### src/rtl/da_vinci_run_ctrl.sv
// da_vinci_run_ctrl
//   Run/dump sequencer for the DA_VINCI system. It holds the processor in
//   reset for RST_CYCLES, lets it run until HALT or the cycle budget expires,
//   parks it back in reset, then takes the memory bus and streams the window
//   DUMP_BASE .. DUMP_BASE+DUMP_WORDS-1 out through a valid/ready port.
//
// Ports
//   CLK, RST           clock (rising edge), async active-low reset
//   HALT               processor halt indication, sampled in RUN only
//   CPU_RST            active-low reset to the processor
//   MEM_GRANT          controller owns the memory bus
//   MEM_ADDR/MEM_READ  dump read request, 1-cycle read latency
//   MEM_DATA_IN        memory read data
//   DUMP_VALID/READY   dump stream handshake
//   DUMP_ADDR/DATA     presented dump word and its address
//   CYCLE_COUNT        cycles spent in RUN (saturating, frozen after RUN)
//   TIMEOUT            run ended by budget rather than HALT
//   DONE               sequence complete
module da_vinci_run_ctrl #(
  parameter int                    ADDR_WIDTH = 26,
  parameter int                    DATA_WIDTH = 32,
  parameter int                    CNT_WIDTH  = 32,
  parameter int                    RST_CYCLES = 5,
  parameter int                    RUN_CYCLES = 500,
  parameter logic [ADDR_WIDTH-1:0] DUMP_BASE  = 26'h1000000,
  parameter int                    DUMP_WORDS = 16
) (
  input  logic                  CLK,
  input  logic                  RST,
  input  logic                  HALT,
  output logic                  CPU_RST,
  output logic                  MEM_GRANT,
  output logic [ADDR_WIDTH-1:0] MEM_ADDR,
  output logic                  MEM_READ,
  input  logic [DATA_WIDTH-1:0] MEM_DATA_IN,
  output logic                  DUMP_VALID,
  input  logic                  DUMP_READY,
  output logic [ADDR_WIDTH-1:0] DUMP_ADDR,
  output logic [DATA_WIDTH-1:0] DUMP_DATA,
  output logic [CNT_WIDTH-1:0]  CYCLE_COUNT,
  output logic                  TIMEOUT,
  output logic                  DONE
);

  localparam int HOLD_W = (RST_CYCLES > 1) ? $clog2(RST_CYCLES) : 1;
  localparam int IDX_W  = (DUMP_WORDS > 1) ? $clog2(DUMP_WORDS) : 1;
  localparam logic [HOLD_W-1:0]  HOLD_LAST = HOLD_W'(RST_CYCLES - 1);
  localparam logic [IDX_W-1:0]   IDX_LAST  = IDX_W'((DUMP_WORDS > 0) ? DUMP_WORDS - 1 : 0);
  localparam logic [CNT_WIDTH:0] BUDGET    = (CNT_WIDTH+1)'(RUN_CYCLES);

  typedef enum logic [2:0] {S_HOLD, S_RUN, S_REQ, S_WAIT, S_OUT, S_FIN} state_t;

  state_t              state;
  logic [HOLD_W-1:0]   hold_cnt;
  logic [IDX_W-1:0]    idx;
  logic [IDX_W-1:0]    idx_nxt;
  logic [CNT_WIDTH:0]  cnt_inc;
  logic                budget_hit;

  assign idx_nxt    = idx + 1'b1;
  // One extra bit so a saturated counter never aliases onto a small budget.
  assign cnt_inc    = {1'b0, CYCLE_COUNT} + 1'b1;
  assign budget_hit = (RUN_CYCLES != 0) && (cnt_inc == BUDGET);

  always_ff @(posedge CLK or negedge RST) begin
    if (!RST) begin
      state       <= S_HOLD;
      hold_cnt    <= '0;
      idx         <= '0;
      CPU_RST     <= 1'b0;
      MEM_GRANT   <= 1'b0;
      MEM_ADDR    <= '0;
      MEM_READ    <= 1'b0;
      DUMP_VALID  <= 1'b0;
      DUMP_ADDR   <= '0;
      DUMP_DATA   <= '0;
      CYCLE_COUNT <= '0;
      TIMEOUT     <= 1'b0;
      DONE        <= 1'b0;
    end else begin
      case (state)
        S_HOLD: begin
          if (hold_cnt == HOLD_LAST) begin
            state   <= S_RUN;
            CPU_RST <= 1'b1;
          end else begin
            hold_cnt <= hold_cnt + 1'b1;
          end
        end
        S_RUN: begin
          // The exit cycle itself is counted.
          if (CYCLE_COUNT != '1) CYCLE_COUNT <= CYCLE_COUNT + 1'b1;
          if (HALT || budget_hit) begin
            TIMEOUT   <= !HALT;  // HALT wins a tie with the budget
            CPU_RST   <= 1'b0;
            MEM_GRANT <= 1'b1;
            if (DUMP_WORDS == 0) begin
              state <= S_FIN;
              DONE  <= 1'b1;
            end else begin
              state    <= S_REQ;
              MEM_READ <= 1'b1;
              MEM_ADDR <= DUMP_BASE;
            end
          end
        end
        S_REQ: begin
          MEM_READ <= 1'b0;
          state    <= S_WAIT;
        end
        S_WAIT: begin
          // Read data arrives the cycle after the strobe.
          DUMP_DATA  <= MEM_DATA_IN;
          DUMP_ADDR  <= MEM_ADDR;
          DUMP_VALID <= 1'b1;
          state      <= S_OUT;
        end
        S_OUT: begin
          if (DUMP_READY) begin
            DUMP_VALID <= 1'b0;
            if (idx == IDX_LAST) begin
              state <= S_FIN;
              DONE  <= 1'b1;
            end else begin
              idx      <= idx_nxt;
              MEM_READ <= 1'b1;
              MEM_ADDR <= DUMP_BASE + ADDR_WIDTH'(idx_nxt);  // wraps silently
              state    <= S_REQ;
            end
          end
        end
        S_FIN: ;
        default: state <= S_HOLD;
      endcase
    end
  end

endmodule
### config.mk
export PLATFORM = sky130hd
export DESIGN_NAME = da_vinci_run_ctrl
export DESIGN_NICKNAME = d
export VERILOG_FILES = /design/src/rtl/da_vinci_run_ctrl.sv
export SDC_FILE = /design/constraint.sdc
export NUM_CORES = 1
export LEC_CHECK = 0
export BUFFER_PORTS_ARGS = -buffer_cell sky130_fd_sc_hd__buf_2
export CAP_MARGIN = 20
export CORE_AREA = 2 2 135 97
export CTS_CLUSTER_SIZE = 14
export DETAILED_ROUTE_END_ITERATION = 8
export DIE_AREA = 0 0 137 99
export PLACE_DENSITY = 0.66
export SLEW_MARGIN = 20
export SYNTH_ARGS = -nofsm -noshare
export SYNTH_HDL_FRONTEND = slang
export SYNTH_SLANG_ARGS = --single-unit
### constraint.sdc
create_clock -name CLK -period 5.6 [get_ports CLK]
set_input_delay 1.12 -clock CLK [delete_from_list [all_inputs] [get_ports CLK]]
set_output_delay 1.12 -clock CLK [all_outputs]
set_load 0.02 [all_outputs]
== Word level (Yosys, flattened, before mapping) ==
Cells that the tools add are included.

* Bits in registers: 132
* Word-level logic and storage cells: 69
* Output and inout bits: 122
* Input port bits: 36

* Muxes and demuxes: 18
* Reduce and logical (&&, ||, !) cells: 17
* Bitwise logic cells: 3
* Add/subtract/negate cells: 5
* Eq/ne operators: 13

{| class="wikitable"
|+ Operator list
! cell !! number
|-
| 26-bit 2-to-1 mux || 3
|-
| 26-bit one-hot mux with 2 select lines || 1
|-
| 32-bit by 1-bit adder with 33-bit output, second input constant || 1
|-
| 33-bit by 9-bit == test with 1-bit output, second input constant || 1
|-
| 32-bit by 1-bit adder with 32-bit output, second input constant || 1
|-
| 32-bit != test, second input constant || 1
|-
| 25-bit by 4-bit adder with 26-bit output, first input constant || 1
|-
| 3-bit one-hot mux with 6 select lines || 1
|-
| 3-bit 2-to-1 mux || 4
|-
| 4-bit AND reduction || 3
|-
| 3-bit == test, second input constant || 3
|-
| 3-bit AND reduction || 3
|-
| 2-bit != test, second input constant || 4
|-
| 2-bit AND reduction || 4
|-
| 3-bit by 2-bit == test with 1-bit output, second input constant || 2
|-
| 1-bit 2-to-1 mux || 6
|-
| 2-bit nonzero test || 3
|-
| 4-bit by 1-bit adder with 4-bit output, second input constant || 1
|-
| 4-bit == test, second input constant || 1
|-
| 1-bit one-hot mux with 2 select lines || 2
|-
| 3-bit by 1-bit adder with 3-bit output, second input constant || 1
|-
| 3-bit by 1-bit == test with 1-bit output, second input constant || 1
|-
| 3-bit logical NOT || 1
|-
| 1-bit NOT || 3
|-
| other kinds (4) || 4
|}

== Longest topological paths before layout ==
Gate-level depths: netlist of run 1.

* Depth in word-level cells: 5
* Gate-level depth with buffers: 9
* Mapped depth without buffers: 8

== Worst setup path after synthesis of run 1 ==
Ideal clock, no wire load.

* Path kind: reg-to-reg
* Start: register CYCLE_COUNT[0]
* End: register MEM_ADDR[1]
* Arrival time: 2879 ps
* Setup time: 144 ps
* Stages on the path, launching flop included: 9
* Setup slack: 2577 ps
* Clock period less this slack: 3023 ps
* Path buffers: 0
* Cell sequence: dfrtp_1 -> ha_1 -> nand3_1 -> or2_2 -> nor4_1 -> xor2_1 -> or4_1 -> o41ai_4 -> o211ai_1

* Longest elaborated chain between the ends: 5

{| class="wikitable"
|+ Ends and longest elaborated chain
! what !! line !! RTL
|-
| from (decl) || 40 || <nowiki>output logic [CNT_WIDTH-1:0] CYCLE_COUNT,</nowiki>
|-
| from (signal assigned) || 92 || <nowiki>if (CYCLE_COUNT != '1) CYCLE_COUNT <= CYCLE_COUNT + 1'b1;</nowiki>
|-
| 32-bit by 1-bit adder with 33-bit output || 62 || <nowiki>assign cnt_inc = {1'b0, CYCLE_COUNT} + 1'b1;</nowiki>
|-
| 33-bit by 9-bit == test with 1-bit output || 63 || <nowiki>assign budget_hit = (RUN_CYCLES != 0) && (cnt_inc == BUDGET);</nowiki>
|-
| 1-bit logical OR || 93 || <nowiki>if (HALT || budget_hit) begin</nowiki>
|-
| 2-bit != test (no source line) || -- ||
|-
| 4-bit AND reduction (no source line) || -- ||
|-
| to (signal assigned) || 127 || <nowiki>MEM_ADDR <= DUMP_BASE + ADDR_WIDTH'(idx_nxt);</nowiki>
|-
| to (decl) || 33 || <nowiki>output logic [ADDR_WIDTH-1:0] MEM_ADDR,</nowiki>
|}

Every way passes these cells.
A chain may end at the register's enable or synchronous reset.

== Worst setup path after layout of run 1 ==
Same ends and word-level chain as after synthesis.

==> implementation parameters, run 1 <==
Parameter                              Value

Clock network
  Clock slew at the register clock pins of the worst setup and hold paths    0.07 ns
  Clock root buffer master    sky130_fd_sc_hd__clkbuf_16
  Number of buffers inserted during clock tree synthesis    9
  Clock Latency Late Sink    0.34 ns
  Buffers inserted by post-CTS timing repair    0
  CTS Sinks    90
  Quantity of hold-fixing buffers added after cts    0
  Largest buffer count on any clock path    2
  PostCTS Resize Cnt    0
  H-tree lvl count    3
  TritonCTS clock tree    yes

STA
  Slew at the pin closest to its max-slew limit    0.923 ns
  Part of the cycle the worst path needs    58.3%
  Worst-case headroom to the max-slew limit    38.2%
  RSZ-0062 raised after global routing    false
  Maximum frequency from static timing analysis    306 MHz
  Period minus WS final    3.26 ns
  Setup skew after layout    0.00652 ns
  Total Negative Setup Slacks    0 ns
  Setup Viol. Count Final    0
  Pins over their slew limit    0
  Worst hold-check slack    0.473 ns
  Final hold viol count    0
  Final worst slack    2.34 ns

Job
  Max-cap violations    0

Min path
  Cell depth of the worst min-delay path    1
  Hold path start    DONE$_DFFE_PN0P_
  Worst Hold Class    reg2reg
  Hold Path Sink    DONE$_DFFE_PN0P_

Place
  HPWL after detailed placement    8830 um
  Count of input and output buffers    115
  Post-placement setup slack    2.34 ns
  Placer's final routability congestion estimate    0.913

Pwr
  PwrDens    452 mW/mm^2
  Overall power    2.60 mW
  Leak pwr    2.67 nW
  Worst VDD drop    0.000234 V

Detailed routing
  Via count    3868
  Antenna Violating Nets Remaining    0
  Detailed-route DRC error count    0
  Routed wire length per instance    15.7 um
  Total wire length    11700 um
  Drt pass-1 iters    5
  Number of DRC markers in iteration 0    374
  Vias per Instance    5.18

Global routing
  Wire length of the first global-routing pass    18800 um
  Number of antenna violations at the first check in global routing    0
  Global route total overflow    0
  Largest net degree at the start of global routing    61
  Aggregate global-route resource usage    17.8%
  Number of global-route vias before repair    3547

Die
  Die height    99 um
  Floorplan die width    137 um
  Total Die Area    0.0136 sq mm
  Cell row count    34
  Initial core utilization    40.3%
  Core box area    0.0123 sq mm
  Num ports    158

Finish
  Highest-count cells in the layout ignoring fill and taps    sky130_fd_sc_hd__buf_2, sky130_fd_sc_hd__dfrtp_1, sky130_fd_sc_hd__conb_1
  Fill cells    1151
  Layout net count    621
  Most common library cell in the layout ignoring fill and taps    sky130_fd_sc_hd__buf_2
  Count of inserted antenna diode cells    0
  Core Util, Final    47.0%
  Area Overhead vs Synth    16.5%
  Share of cells above drive strength 1    32.0%

Worst setup path
  Type of element launching the critical path    register
  Arrival time at the worst endpoint    3.47 ns
  Worst-case reg-to-reg path depth    8
  Critical path class    reg2reg
  Worst reg2reg path endpoint    MEM_ADDR[1]$_DFFE_PN0P_
  Reg-to-reg startpoint    CYCLE_COUNT[0]$_DFFE_PN0P_
  Data required time of the critical path    5.81 ns
  Worst-path maximum fanout    9
  Register-to-register setup slack    2.34 ns
  Category of the worst setup path capture point    register

Yosys
  Synthesis-stage register bit count    90
  Sequential element share of the synthesized area    45.6%
  Distinct cells, synth    62
  Number of warnings issued by yosys    0
  Fraction of registers with async set or reset after synthesis    100%
  Number of standard cells after synthesis    477
  Post-synthesis cell area    0.00494 sq mm
  Synthesized area divided by synthesized cell count    10.4 sq um
  Top_reg_cell synth    sky130_fd_sc_hd__dfrtp_1
  Count of flip-flops with a built-in enable after synthesis    0

Outcome
  Outcome    complete, no violations
==> sequential cells by signal (all words and copies together) (netlist names) <==
name	cells
CYCLE_COUNT	32
DUMP_DATA	32
DUMP_ADDR	5
MEM_ADDR	5
idx	4
hold_cnt	3
state	3
CPU_RST	1
DONE	1
DUMP_VALID	1
MEM_GRANT	1
MEM_READ	1
TIMEOUT	1
==> layout make-up <==
type                       instances  area [sq um]  area share [%]
multi-input combinational        352          2380            41.4
tap                              162           203            3.52
sequential                        90          2250            39.1
inverter                           9          33.8           0.587
clock buffer                       9           225            3.91
clock inverter                     7          57.6            1.00
timing repair buffer             118           601            10.4
==> worst max-delay path: stages (launching register included) <==
cell and delay, ns:
sky130_fd_sc_hd__dfrtp_1 0.45, sky130_fd_sc_hd__ha_1 0.26, sky130_fd_sc_hd__nand3_1 0.25, sky130_fd_sc_hd__or2_2 0.41
sky130_fd_sc_hd__nor4_1 0.31, sky130_fd_sc_hd__xor2_1 0.16, sky130_fd_sc_hd__or4_1 0.55, sky130_fd_sc_hd__o41ai_4 0.55
sky130_fd_sc_hd__o211ai_1 0.17
==> per-layer routing <==
| layer | GRT usage [%] | vias up | routed length (um) |
|---|---|---|---|
| met2 | 24.7 | 167 | 5000 |
| met5 | 0 | - | 0 |
| met4 | 4.84 | 0 | 151 |
| li1 | - | 1822 | - |
| met1 | 27.6 | 1866 | 5710 |
| met3 | 4.17 | 13 | 886 |
==> synthesized netlist by cell type, types with 3 or more instances <==
cell / n / area (sq um)
sky130_fd_sc_hd__nand2b_1: 4 / 25.0
sky130_fd_sc_hd__nor2_1: 27 / 101
sky130_fd_sc_hd__and4_1: 4 / 35.0
sky130_fd_sc_hd__buf_4: 42 / 315
sky130_fd_sc_hd__nand2_1: 33 / 124
sky130_fd_sc_hd__a31oi_1: 5 / 31.3
sky130_fd_sc_hd__xor2_1: 14 / 123
sky130_fd_sc_hd__xnor2_1: 27 / 236
sky130_fd_sc_hd__nor3b_1: 4 / 30.0
sky130_fd_sc_hd__nor4_1: 6 / 37.5
sky130_fd_sc_hd__o21ai_0: 11 / 55.1
sky130_fd_sc_hd__inv_1: 9 / 33.8
sky130_fd_sc_hd__nor3_1: 15 / 75.1
sky130_fd_sc_hd__dfrtp_1: 90 / 2250
sky130_fd_sc_hd__a311oi_1: 3 / 26.3
sky130_fd_sc_hd__nand3_1: 20 / 100
sky130_fd_sc_hd__or3_1: 4 / 25.0
sky130_fd_sc_hd__o21ai_1: 3 / 15.0
sky130_fd_sc_hd__buf_2: 11 / 55.1
sky130_fd_sc_hd__buf_1: 3 / 11.3
sky130_fd_sc_hd__and3_1: 6 / 37.5
sky130_fd_sc_hd__ha_1: 5 / 62.6
sky130_fd_sc_hd__o211ai_1: 6 / 45.0
sky130_fd_sc_hd__nor2b_1: 4 / 25.0
sky130_fd_sc_hd__mux2_2: 40 / 450
sky130_fd_sc_hd__clkbuf_1: 10 / 37.5
sky130_fd_sc_hd__nand4_1: 11 / 68.8
sky130_fd_sc_hd__a21oi_1: 8 / 40.0
sky130_fd_sc_hd__and2_1: 6 / 37.5
==> report_power, final <==
part / internal, mW / switching [mW] / leakage [nW]
clock: 0.308 / 0.275 / 0.135
combinational: 0.400 / 0.578 / 1.43
sequential: 0.870 / 0.169 / 1.11
total: 1.58 / 1.02 / 2.67
==> through the flow <==
stage | std cells | instance area [sq um]
2_1_floorplan | 518 | 5090
3_3_place_gp | 731 | 5470
3_5_place_dp | 731 | 5470
4_1_cts | 747 | 5750
5_1_grt | 747 | 5750
6_report | 747 | 5750
==> cells by family (layout without fill, tap and decap cells) <==
logic type,count (synthesis),after routing,share of synthesized area (%)
muxes,40,40,9.12
adders and majority gates,5,5,1.27
AOI/OAI and AO/OA,62,62,9.00
xor gates and xnor gates,41,41,7.27
DFF,90,90,45.6
other,1,42,0.0760
buffers and inverters,76,143,9.28
and+or+nand+nor,162,162,18.4
==> how the worst max path moves through the flow <==
| stage | startpoint | to | slack [ns] | depth (start not counted) |
|---|---|---|---|---|
| global route | CYCLE_COUNT[0]$_DFFE_PN0P_ | CPU_RST$_DFFE_PN0P_ | 2.07 | 8 |
| floorplan | CYCLE_COUNT[0]$_DFFE_PN0P_ | MEM_ADDR[1]$_DFFE_PN0P_ | 2.58 | 8 |
| CTS | CYCLE_COUNT[0]$_DFFE_PN0P_ | MEM_ADDR[1]$_DFFE_PN0P_ | 2.34 | 8 |
| detailed placement | CYCLE_COUNT[0]$_DFFE_PN0P_ | MEM_ADDR[1]$_DFFE_PN0P_ | 2.34 | 8 |
| global placement | CYCLE_COUNT[0]$_DFFE_PN0P_ | MEM_ADDR[1]$_DFFE_PN0P_ | 2.47 | 8 |
| finish | CYCLE_COUNT[0]$_DFFE_PN0P_ | MEM_ADDR[1]$_DFFE_PN0P_ | 2.34 | 8 |
No activity file was read; power rests on OpenSTA's default activity.
==> run 2: changes to the inputs <==
- clock period: 5.6 -> 3.23 ns (I/O delays scaled with it)
==> run 2 against run 1 <==
Against the previous run:
- register-to-register slack worse by 2.1 ns
- maximum frequency is 11% higher
- clock-buffer cell count is 1 higher
- die area is the same
- final cell count is 1.7% higher
- design area grew 2.4%
- first-iteration DRC count shrank 7.5%
- critical path depth is the same
- routed wire length increased by 2.6%
- global-route usage is 0.37 points higher
- largest power group unchanged
==> implementation parameters, run 2 (same netlist as run 1, synthesis figures left out) <==
Parameter                              Value

Clock network
  CTS Sinks    90
  Clock Latency Late Sink    0.34 ns
  Quantity of hold-fixing buffers added after cts    0
  PostCTS Resize Cnt    0
  Number of buffers inserted during clock tree synthesis    9
  H-tree lvl count    3
  Buffers inserted by post-CTS timing repair    0
  TritonCTS clock tree    yes
  Clock slew at the register clock pins of the worst setup and hold paths    0.07 ns
  Clock root buffer master    sky130_fd_sc_hd__clkbuf_16
  Largest buffer count on any clock path    2

Die
  Cell row count    34
  Floorplan die width    137 um
  Total Die Area    0.0136 sq mm
  Initial core utilization    40.3%
  Num ports    158
  Die height    99 um
  Core box area    0.0123 sq mm

Finish
  Most common library cell in the layout ignoring fill and taps    sky130_fd_sc_hd__buf_2
  Share of cells above drive strength 1    33.4%
  Layout net count    634
  Count of inserted antenna diode cells    0
  Top flop regs    CYCLE_COUNT (32), DUMP_DATA (32)
  Area Overhead vs Synth    19.3%
  Highest-count cells in the layout ignoring fill and taps    sky130_fd_sc_hd__buf_2, sky130_fd_sc_hd__dfrtp_1, sky130_fd_sc_hd__conb_1
  Core Util, Final    48.1%
  Final design area excluding fillers    0.00589 sq mm

Worst setup path
  Largest incremental delay on the critical path    0.56 ns
  Category of the worst setup path capture point    register
  Top delay family on crit path    simple AND/OR/NAND/NOR gates
  Reg-to-reg startpoint    CYCLE_COUNT[8]$_DFFE_PN0P_
  Arrival time at the worst endpoint    3.16 ns
  Number of buffer and inverter instances along the worst setup path    1
  Critical path class    reg2reg
  Worst setup startpoint    CYCLE_COUNT[8]$_DFFE_PN0P_
  Worst-case reg-to-reg path depth    8
  Worst path slowest cell    sky130_fd_sc_hd__or4_4
  Data required time of the critical path    3.44 ns
  Sequence of cells on the critical path    nand4_2, nor4_4, nand4_1, xnor2_1, or4_4, o41ai_4, buf_4, o21ai_0
  Type of element launching the critical path    register
  Worst reg2reg path endpoint    state[0]$_DFFE_PN0P_
  Worst-path maximum fanout    10
  Register-to-register setup slack    0.28 ns

STA
  Maximum frequency from static timing analysis    339 MHz
  Worst-case headroom to the max-slew limit    38.9%
  Total Negative Setup Slacks    0 ns
  Part of the cycle the worst path needs    91.4%
  Setup skew after layout    0.00825 ns
  Worst hold-check slack    0.309 ns
  Slew at the pin closest to its max-slew limit    0.913 ns
  Period minus WS final    2.95 ns
  Final hold viol count    0
  Pins over their slew limit    0
  RSZ-0062 raised after global routing    false
  Setup Viol. Count Final    0

Place
  Post-DP Area    0.00556 sq mm
  Count of input and output buffers    115
  Placer's final routability congestion estimate    1.01
  HPWL after detailed placement    9300 um

Global routing
  Largest net degree at the start of global routing    49
  Number of antenna violations at the first check in global routing    0
  Aggregate global-route resource usage    18.2%
  Number of global-route vias before repair    3635
  Wire length of the first global-routing pass    19400 um
  Global route total overflow    0

Job
  Max-cap violations    0

Detailed routing
  Detailed-route DRC error count    0
  Total wire length    12100 um
  Vias per Instance    5.23
  Number of DRC markers in iteration 0    346
  Antenna Violating Nets Remaining    0
  Drt pass-1 iters    5
  Routed wire length per instance    15.9 um
  Via count    3974

Outcome
  Outcome    complete, no violations

Pwr
  Combinational fraction of design power    36.9%
  Leak pwr    2.76 nW
  PwrDens    788 mW/mm^2
  Sequential group share of total power    39.0%
  Switching power share of the total    38.5%
  Worst VDD drop    0.000469 V
  Net Sw Power    1.79 mW
  Part of the total power dissipated in the clock network    24.1%
  Internal cell power    2.85 mW

Min path
  Worst Hold Class    in2async
run 2: through the flow:
stage | worst slack, ns | cells | total power [mW]
5_1_grt | 0.0879 | 760 | 4.94
3_3_place_gp | 0.271 | 743 | 3.49
2_1_floorplan | 0.207 | 518 | 3.01
6_report | 0.277 | 760 | 4.64
4_1_cts | 0.138 | 759 | 4.69
3_5_place_dp | 0.124 | 743 | 3.56
run 2: layout make-up:
| type | instances | area (sq um) |
|---|---|---|
| clock buffer | 10 | 239 |
| clock inverter | 6 | 83.8 |
| fill | 1176 | 6360 |
| inverter | 9 | 33.8 |
| multi-input combinational | 352 | 2380 |
| sequential | 90 | 2250 |
| tap | 162 | 203 |
| timing repair buffer | 131 | 698 |
run 2: worst max-delay path by stage:
stage / depth (start not counted) / slack, ns / to
2_1_floorplan: 8 / 0.21 / MEM_ADDR[1]$_DFFE_PN0P_
3_3_place_gp: 8 / 0.27 / MEM_ADDR[1]$_DFFE_PN0P_
3_5_place_dp: 8 / 0.12 / state[0]$_DFFE_PN0P_
4_1_cts: 8 / 0.14 / state[0]$_DFFE_PN0P_
5_1_grt: 8 / 0.09 / state[0]$_DFFE_PN0P_
6_report: 8 / 0.28 / state[0]$_DFFE_PN0P_
run 2: layer usage:
metal	track usage (%)	share of wire, %	wire length (um)
met1	28.4	46	5530
met2	25.4	44	5290
met3	3.96	9.3	1120
met4	4.44	0.93	112
met5	0	0	0
run 2: power by group through the flow:
stage | clock network (mW) | registers (mW) | logic [mW]
after floorplan | 0 | 2.14 | 0.865
after global placement | 0 | 1.79 | 1.69
after detailed placement | 0 | 1.83 | 1.73
after CTS | 1.14 | 1.81 | 1.74
after global routing | 1.19 | 1.87 | 1.88
final | 1.12 | 1.81 | 1.72
==> run 3: changes to the inputs <==
- PLACE_DENSITY: 0.66 -> 0.68
==> run 3 against run 2 <==
Against the previous run:
- non-clock buffer count is 2 lower
- setup slack worse by 0.093 ns
- die area stayed put
- flip-flop and latch count stayed put
- largest cell class unchanged
- largest power group unchanged
- highest routed layer unchanged
==> implementation parameters, run 3 (same netlist as run 1, synthesis figures left out) <==
Parameter                              Value

Outcome
  Outcome    complete, no violations

Detailed routing
  Vias per Instance    5.13
  Via count    3885
  Number of DRC markers in iteration 0    348
  Drt pass-1 iters    5
  Routed wire length per instance    15.4 um
  Detailed-route DRC error count    0
  Antenna Violating Nets Remaining    0
  Total wire length    11700 um

STA
  Pins over their slew limit    0
  RSZ-0062 raised after global routing    false
  Final worst slack    0.184 ns
  Setup skew after layout    0.00459 ns
  Setup Viol. Count Final    0
  Worst hold-check slack    0.310 ns
  Slew at the pin closest to its max-slew limit    0.837 ns
  Period minus WS final    3.05 ns
  Worst-case headroom to the max-slew limit    43.8%
  Final hold viol count    0
  Total Negative Setup Slacks    0 ns
  Part of the cycle the worst path needs    94.3%
  Maximum frequency from static timing analysis    328 MHz

Job
  Max-cap violations    0

Worst setup path
  Data required time of the critical path    3.45 ns
  Arrival time at the worst endpoint    3.26 ns
  Number of buffer and inverter instances along the worst setup path    1
  Top delay family on crit path    simple AND/OR/NAND/NOR gates
  Largest incremental delay on the critical path    0.55 ns
  Worst-case reg-to-reg path depth    8
  Worst reg2reg path endpoint    MEM_ADDR[1]$_DFFE_PN0P_
  Type of element launching the critical path    register
  Category of the worst setup path capture point    register
  Worst path slowest cell    sky130_fd_sc_hd__or4_1
  Sequence of cells on the critical path    nand4_1, or2_2, nor4_1, xor2_1, or4_1, o41ai_4, buf_4, o211ai_1
  Reg-to-reg startpoint    CYCLE_COUNT[13]$_DFFE_PN0P_
  Register-to-register setup slack    0.18 ns
  Worst-path maximum fanout    10
  Critical path class    reg2reg

Clock network
  Clock Latency Late Sink    0.34 ns
  H-tree lvl count    3
  Number of buffers inserted during clock tree synthesis    9
  PostCTS Resize Cnt    0
  Clock root buffer master    sky130_fd_sc_hd__clkbuf_16
  TritonCTS clock tree    yes
  CTS Sinks    90
  Largest buffer count on any clock path    2
  Quantity of hold-fixing buffers added after cts    0
  Clock slew at the register clock pins of the worst setup and hold paths    0.07 ns

Finish
  Number of standard cells in the layout, taps in and fillers out    758
  Count of inserted antenna diode cells    0
  Highest-count cells in the layout ignoring fill and taps    sky130_fd_sc_hd__buf_2, sky130_fd_sc_hd__dfrtp_1, sky130_fd_sc_hd__conb_1
  Area taken by multi-input logic gates    0.00238 sq mm
  Sequential cell area    0.00225 sq mm
  Top flop regs    CYCLE_COUNT (32), DUMP_DATA (32)
  Area Overhead vs Synth    19.0%
  Most common library cell in the layout ignoring fill and taps    sky130_fd_sc_hd__buf_2
  Fill cells    1123
  Layout net count    632
  Share of cells above drive strength 1    33.2%

Place
  Count of input and output buffers    115
  HPWL after detailed placement    8860 um
  Post-placement setup slack    0.0521 ns
  Placer's final routability congestion estimate    0.997
  # placed instances    741

Die
  Floorplan die width    137 um
  Total Die Area    0.0136 sq mm
  Core box area    0.0123 sq mm
  Die height    99 um
  Cell row count    34
  Num ports    158
  Initial core utilization    40.3%

Global routing
  Global route total overflow    0
  Wire length of the first global-routing pass    18500 um
  Aggregate global-route resource usage    17.4%
  Number of global-route vias before repair    3610
  Largest net degree at the start of global routing    51
  Number of antenna violations at the first check in global routing    0
  Busiest metal layer after global routing    met2
  Met3 Usage GRT    5.45%
  M2 GR Usage    25.3%
  Met1 usage    24.7%

Pwr
  Leak pwr    2.75 nW
  Worst VDD drop    0.000361 V
  PwrDens    792 mW/mm^2

Min path
  Worst Hold Class    in2async
## run 3: cell types whose count changed in the layout (fill, tap and decap cells not counted), sizes merged
cell,before,now
bufinv,1,2
buf,131,129
clkinvlp,0,1
clkinv,3,2
clkbuf,10,9
## run 3: layout make-up
cell class / count / area share, %
multi-input combinational: 352 / 40.5
sequential: 90 / 38.3
timing repair buffer: 129 / 11.6
clock buffer: 9 / 3.83
tap: 162 / 3.45
clock inverter: 7 / 1.68
inverter: 9 / 0.575
## run 3: power by group
group | internal (mW) | switching (mW)
Combinational | 0.707 | 1.00
Clock | 0.683 | 0.455
Sequential | 1.51 | 0.299
## run 3: timing repair
action | 4_1_cts | 5_1_grt
buffers inserted | 0 | 1
endpoints found under the setup margin | 0 | 9
endpoints found under the hold margin | 0 | 0
## run 3: worst max path at each step
stage	from	end	slack, ns	cells after the start
after floorplan	CYCLE_COUNT[0]$_DFFE_PN0P_	MEM_ADDR[1]$_DFFE_PN0P_	0.21	8
after global placement	CYCLE_COUNT[13]$_DFFE_PN0P_	MEM_ADDR[1]$_DFFE_PN0P_	0.20	7
after detailed placement	CYCLE_COUNT[0]$_DFFE_PN0P_	MEM_ADDR[1]$_DFFE_PN0P_	0.05	8
after CTS	CYCLE_COUNT[0]$_DFFE_PN0P_	MEM_ADDR[1]$_DFFE_PN0P_	0.05	8
after global routing	CYCLE_COUNT[13]$_DFFE_PN0P_	MEM_ADDR[1]$_DFFE_PN0P_	0.09	8
final	CYCLE_COUNT[13]$_DFFE_PN0P_	MEM_ADDR[1]$_DFFE_PN0P_	0.18	8
## run 3: routing by layer
layer / up-vias / part of all wire [%]
met2: 168 / 44
met5: - / 0
li1: 1843 / -
met4: 0 / 1.2
met3: 13 / 8.7
met1: 1861 / 46
## run 3: through the flow
stage                     cell area [sq um]  power, mW  utilization [%]
after floorplan                        5090       3.01                -
after global placement                 5550       3.49             45.3
after detailed placement               5550       3.55             45.3
after CTS                              5870       4.70             47.9
after global routing                   5880       4.93             48.0
final                                  5880       4.65             48.0
